$ cat src/rtl/prog_mem_loader.sv
// Boot loader: parses A5/LEN/data/CSUM byte frames into 32-bit program-memory writes.
// Registered outputs; in_ready is always 1, so bytes are never back-pressured.
module prog_mem_loader #(
  parameter int ADDR_WIDTH = 11,
  parameter int DATA_WIDTH = 32,
  parameter int MEM_DEPTH  = 2048,
  parameter int TIMEOUT    = 65535,
  parameter int BOOT_HOLD  = 1
) (
  input  logic                  clk,
  input  logic                  rst_n,
  input  logic                  in_valid,
  input  logic [7:0]            in_data,
  output logic                  in_ready,
  output logic                  wr_en,
  output logic [ADDR_WIDTH-1:0] wr_addr,
  output logic [DATA_WIDTH-1:0] wr_data,
  output logic                  cpu_rst_n,
  output logic                  busy,
  output logic                  done,
  output logic                  error
);

  localparam int ADDR_WORDS = 1 << (ADDR_WIDTH - 2);
  localparam int MAXW       = (MEM_DEPTH < ADDR_WORDS) ? MEM_DEPTH : ADDR_WORDS;
  localparam int TW         = $clog2(TIMEOUT + 1);

  localparam logic [TW-1:0] TO_LAST    = TW'(TIMEOUT - 1);
  localparam logic [16:0]   MAXW_L     = 17'(MAXW);
  localparam logic          BOOT_RST_N = (BOOT_HOLD == 0);

  typedef enum logic [2:0] {
    S_IDLE,
    S_LEN_LO,
    S_LEN_HI,
    S_DATA,
    S_CSUM,
    S_DONE,
    S_ERROR
  } state_t;

  state_t                state_q, state_d;
  logic [15:0]           len_q, len_d;
  logic [15:0]           word_idx_q, word_idx_d;
  logic [1:0]            byte_cnt_q, byte_cnt_d;
  logic [23:0]           word_q, word_d;
  logic [7:0]            sum_q, sum_d;
  logic [TW-1:0]         idle_q, idle_d;
  logic                  wr_en_q, wr_en_d;
  logic [ADDR_WIDTH-1:0] wr_addr_q, wr_addr_d;
  logic [DATA_WIDTH-1:0] wr_data_q, wr_data_d;
  logic                  busy_q, busy_d;
  logic                  done_q, done_d;
  logic                  error_q, error_d;
  logic                  cpu_rst_n_q, cpu_rst_n_d;

  logic        accept;
  logic        in_frame;
  logic [15:0] len_new;

  assign in_ready = 1'b1;
  assign accept   = in_valid && in_ready;
  assign in_frame = (state_q == S_LEN_LO) || (state_q == S_LEN_HI) ||
                    (state_q == S_DATA)   || (state_q == S_CSUM);
  assign len_new  = {in_data, len_q[7:0]};

  always_comb begin
    state_d     = state_q;
    len_d       = len_q;
    word_idx_d  = word_idx_q;
    byte_cnt_d  = byte_cnt_q;
    word_d      = word_q;
    sum_d       = sum_q;
    idle_d      = idle_q;
    wr_en_d     = 1'b0;
    wr_addr_d   = wr_addr_q;
    wr_data_d   = wr_data_q;
    busy_d      = busy_q;
    done_d      = done_q;
    error_d     = error_q;
    cpu_rst_n_d = cpu_rst_n_q;

    case (state_q)
      S_IDLE, S_DONE, S_ERROR: begin
        if (accept && in_data == 8'hA5) begin
          state_d    = S_LEN_LO;
          sum_d      = 8'h00;
          word_idx_d = 16'h0000;
          byte_cnt_d = 2'd0;
        end
      end
      S_LEN_LO: begin
        if (accept) begin
          len_d   = {len_q[15:8], in_data};
          state_d = S_LEN_HI;
        end
      end
      S_LEN_HI: begin
        if (accept) begin
          len_d = len_new;
          if ({1'b0, len_new} > MAXW_L) begin
            state_d = S_ERROR;
          end else if (len_new == 16'h0000) begin
            state_d = S_CSUM;
          end else begin
            state_d = S_DATA;
          end
        end
      end
      S_DATA: begin
        if (accept) begin
          sum_d      = sum_q + in_data;
          byte_cnt_d = byte_cnt_q + 2'd1;
          word_d     = {word_q[15:0], in_data};
          // First byte of a word ends up in the MSBs once four bytes are shifted in.
          if (byte_cnt_q == 2'd3) begin
            wr_en_d    = 1'b1;
            wr_addr_d  = ADDR_WIDTH'({word_idx_q, 2'b00});
            wr_data_d  = DATA_WIDTH'({word_q, in_data});
            word_idx_d = word_idx_q + 16'd1;
            if (word_idx_q == 16'(len_q - 16'd1)) begin
              state_d = S_CSUM;
            end
          end
        end
      end
      S_CSUM: begin
        if (accept) begin
          state_d = (in_data == sum_q) ? S_DONE : S_ERROR;
        end
      end
      default: state_d = S_IDLE;
    endcase

    // Inter-byte watchdog: only runs while a frame is open.
    if (!in_frame) begin
      idle_d = '0;
    end else if (accept) begin
      idle_d = '0;
    end else if (idle_q == TO_LAST) begin
      state_d = S_ERROR;
    end else begin
      idle_d = idle_q + 1'b1;
    end

    busy_d  = (state_d == S_LEN_LO) || (state_d == S_LEN_HI) ||
              (state_d == S_DATA)   || (state_d == S_CSUM);
    done_d  = (state_d == S_DONE);
    error_d = (state_d == S_ERROR);
    if (state_d == S_DONE) begin
      cpu_rst_n_d = 1'b1;
    end else if (state_d == S_IDLE) begin
      cpu_rst_n_d = BOOT_RST_N;
    end else begin
      cpu_rst_n_d = 1'b0;
    end
  end

  always_ff @(posedge clk or negedge rst_n) begin
    if (!rst_n) begin
      state_q     <= S_IDLE;
      len_q       <= 16'h0000;
      word_idx_q  <= 16'h0000;
      byte_cnt_q  <= 2'd0;
      word_q      <= 24'h000000;
      sum_q       <= 8'h00;
      idle_q      <= '0;
      wr_en_q     <= 1'b0;
      wr_addr_q   <= '0;
      wr_data_q   <= '0;
      busy_q      <= 1'b0;
      done_q      <= 1'b0;
      error_q     <= 1'b0;
      cpu_rst_n_q <= BOOT_RST_N;
    end else begin
      state_q     <= state_d;
      len_q       <= len_d;
      word_idx_q  <= word_idx_d;
      byte_cnt_q  <= byte_cnt_d;
      word_q      <= word_d;
      sum_q       <= sum_d;
      idle_q      <= idle_d;
      wr_en_q     <= wr_en_d;
      wr_addr_q   <= wr_addr_d;
      wr_data_q   <= wr_data_d;
      busy_q      <= busy_d;
      done_q      <= done_d;
      error_q     <= error_d;
      cpu_rst_n_q <= cpu_rst_n_d;
    end
  end

  assign wr_en     = wr_en_q;
  assign wr_addr   = wr_addr_q;
  assign wr_data   = wr_data_q;
  assign busy      = busy_q;
  assign done      = done_q;
  assign error     = error_q;
  assign cpu_rst_n = cpu_rst_n_q;

endmodule

$ cat config.mk
export PLATFORM = sky130hd
export DESIGN_NAME = prog_mem_loader
export DESIGN_NICKNAME = d
export VERILOG_FILES = /design/src/rtl/prog_mem_loader.sv
export SDC_FILE = /design/constraint.sdc
export NUM_CORES = 1
export LEC_CHECK = 0
export ABC_AREA = 1
export CAP_MARGIN = 20
export CORE_AREA = 5 5 140 109
export DETAILED_ROUTE_END_ITERATION = 16
export DIE_AREA = 0 0 145 114
export DONT_BUFFER_PORTS = 1
export HOLD_SLACK_MARGIN = 0.12
export PLACE_DENSITY = 0.61
export SLEW_MARGIN = 25
export SYNTH_ARGS = -nofsm -noshare
export SYNTH_HDL_FRONTEND = slang
export SYNTH_SLANG_ARGS = --single-unit
$ cat constraint.sdc
create_clock -name clk -period 5.3 [get_ports clk]
set_clock_uncertainty 0.1 [all_clocks]
set_input_delay 1.06 -clock clk [delete_from_list [all_inputs] [get_ports clk]]
set_output_delay 1.06 -clock clk [all_outputs]
set_load 0.02 [all_outputs]
==> impl_metrics.tcl <==
set metrics [dict create \
    ys_warn_count 0 \
    vias 5335 \
    root_buffer "clkbuf_16" \
    die_h_um 114 \
    grt_max_degree 131 \
    io_buffers 0 \
    antenna_found_initial 0 \
    r2r_cells 6 \
    slew_headroom_pct 52.7 \
    pin_count 60 \
    drt_iter0_markers 449 \
    use_met2_pct 30.0 \
    viasPerCell 5.33 \
    start_util_pct 48.2 \
    path_clk_slew_ns 0.06 \
    syn_area_um2 6710 \
    fp-row-count 38 \
    first_pass_iters 5 \
    numCtsBuffers 17 \
    track_usage_pct 20.2 \
    h-tree-depth 4 \
    core_um2 13900 \
    rsz0062_at_grt "false" \
    place_congestion 0.901 \
    crit_path_start_kind "register" \
    overflow 0 \
    finalMaxSlewViolations 0 \
    r2r_end "sum_q[5]" \
    cts_resized 0 \
    timing.rr.start "state_q[2]" \
    gr-usage-met1_pct 29.0 \
    cts_sinks 130 \
    hold_violations 0 \
    period_minus_slack_ns 2.66 \
    avgRoutedWirePerCell_um 16.1 \
    seq_area_frac_synth_pct 48.5 \
    n_antenna_cell 0 \
    clock_path_buffers 2 \
    crit_chain "inv_2 -> nand3_1 -> nor2_4 -> buf_4 -> inv_1 -> a32o_1" \
    maxCapViolCount 0 \
    synth_cells 810 \
    syn_avg_cell_area_um2 8.29 \
    fin_ws_ns 2.64 \
    grt_pass1_wl_um 27000 \
    critPathMaxStageDelay_ns 0.46 \
    final_util_pct 53.8 \
    cts_hold_buf 0 \
    crit_arrival_ns 2.86 \
    drcViolationCount 0 \
    use_met3_pct 6.08 \
    hp-class "in -> async" \
    power.density_nw_per_um2 587 \
    top_usage_layer "met2" \
    outcome "finished, final reports clean" \
    setup_viol 0 \
    tightest_slew_ns 0.707 \
    final_antenna_net_count 0 \
    cts_tree "yes" \
    path_class "reg -> reg" \
    dp_hpwl_um 11400 \
    place_ws_ns 2.53 \
    cpMaxStageDelayCell "nand3_1" \
    drive_gt1_share_pct 10.2 \
    post_cts_buffers 0 \
    timing.fmax_mhz 376 \
    fin_area_um2 7490 \
    rrSetupSlack_ns 2.64 \
    final_nets 832 \
    synth_cell_types 48 \
    area_growth_pct 11.6 \
    p_total_mw 4.40 \
    fillers 1289 \
    peakVddDrop_uv 302 \
    end_kind "register" \
    cp_max_fo 52 \
    placed_area_um2 6850 \
    dieArea_um2 16500 \
    ys_ff_latch 130 \
    die_w_um 145 \
    p_leak_nw 3.51 \
    clock_latency_ns 0.42 \
    fin_crit_sh_pct 50.1 \
    grt_pass1_vias 5172 \
    drt_wl_total_um 16100 \
    required_ns 5.50 \
    tns_ns 0 \
]
-- cell usage after synthesis (all sizes together) --
cell type	number	area, µm²
clkinv	2	8.75
nand2	192	766
nor4b	1	8.76
a31oi	2	12.5
a41oi	1	8.76
nand3b	3	22.5
dfrtp	130	3250
nor2	82	397
inv	100	375
o21bai	1	7.51
a21oi	15	78.8
xor2	20	175
and2	2	15.0
buf	5	35.0
nor3b	1	7.51
a211oi	4	30.0
o22ai	4	38.8
xnor2	7	61.3
o211a	1	10.0
conb	2	7.51
ha	12	150
o31ai	9	67.6
nand4	9	77.6
a32o	1	10.0
fa	1	20.0
nor3	22	158
clkbuf	18	67.6
nor4	3	18.8
o21ai	107	536
nand3	53	288
-- final cells by class --
| type | count | area (µm²) | share of cell area (%) |
|---|---|---|---|
| sequential | 130 | 3250 | 43.4 |
| inverter | 102 | 387 | 5.16 |
| tap | 180 | 225 | 3.01 |
| multi-input combinational | 556 | 2980 | 39.7 |
| clock buffer | 18 | 439 | 5.86 |
| timing repair buffer | 1 | 7.51 | 0.100 |
| clock inverter | 14 | 201 | 2.69 |
-- worst max path at each step --
stage	startpoint	endpoint	slack [ns]
after floorplan	in_data[0]	sum_q[6]	2.70
after global placement	in_valid	word_idx_q[0]	2.49
after detailed placement	in_data[0]	sum_q[6]	2.53
after CTS	state_q[2]	sum_q[5]	2.64
after global routing	state_q[2]	word_idx_q[0]	2.42
final	state_q[2]	sum_q[5]	2.64
-- worst max-delay path, delay by kind of cell, from the launching register on --
kind	cells	cell delay, ns
compound gates	1	0.35
buf+inv	3	0.88
flops	1	0.44
simple gates	2	0.75
-- state kept, by name, indices dropped and copies added, names as in the netlist --
| register | flops |
|---|---|
| len_q | 16 |
| word_idx_q | 16 |
| wr_en | 1 |
| error | 1 |
| state_q | 3 |
| byte_cnt_q | 2 |
| idle_q | 16 |
| busy | 1 |
| cpu_rst_n | 1 |
| sum_q | 8 |
| wr_addr | 9 |
| word_q | 24 |
| wr_data | 32 |
-- cells by family after synthesis --
family | synth area share [%]
simple gates | 26.2
compound gates | 11.9
fa+ha+maj | 2.54
flops | 48.5
xor+xnor | 3.52
other cells | 0.112
buf+inv | 7.25
-- per-stage QoR --
| step | instances | hold WS [ns] |
|---|---|---|
| floorplan | 811 | 0.353 |
| global placement | 969 | 0.361 |
| detailed placement | 969 | 0.374 |
| CTS | 1001 | 0.217 |
| global route | 1001 | 0.207 |
| finish | 1001 | 0.231 |
-- report_power, final --
group | internal (mW) | leakage (nW) | switching (mW) | total [mW]
clock network | 0.806 | 0.308 | 0.465 | 1.27
registers | 1.35 | 1.69 | 0.484 | 1.84
logic | 0.469 | 1.51 | 0.821 | 1.29
total | 2.63 | 3.51 | 1.77 | 4.40
-- layer usage --
layer  routed length, µm  part of all wire (%)
met1                7650                    48
met2                7180                    45
met3                1030                   6.4
met4                 233                   1.4
met5                   0                     0
-- cell usage in the layout (no fill, tap or decap), types with 2 or more instances in the layout --
| cell type | n |
|---|---|
| nor3_4 | 2 |
| nor3_2 | 5 |
| inv_6 | 4 |
| nor2_4 | 8 |
| clkinv_4 | 3 |
| xnor2_1 | 7 |
| a211oi_1 | 4 |
| clkinvlp_4 | 2 |
| conb_1 | 3 |
| nand3b_1 | 3 |
| nand4_1 | 7 |
| inv_1 | 89 |
| o21ai_1 | 19 |
| clkinv_2 | 2 |
| nand3_1 | 50 |
| o31ai_1 | 9 |
| o21ai_0 | 88 |
| nand2_4 | 4 |
| nand3_2 | 2 |
| a21oi_1 | 14 |
| nor3_1 | 15 |
| ha_1 | 12 |
| inv_2 | 10 |
| nor4_1 | 3 |
| bufinv_16 | 4 |
| xor2_1 | 20 |
| clkbuf_16 | 17 |
| nor2_2 | 5 |
| a31oi_1 | 2 |
| nor2_1 | 68 |
| o22ai_1 | 3 |
| nand2_1 | 182 |
| dfrtp_1 | 130 |
| nand2_2 | 6 |
(Power assumes the default switching activity.)
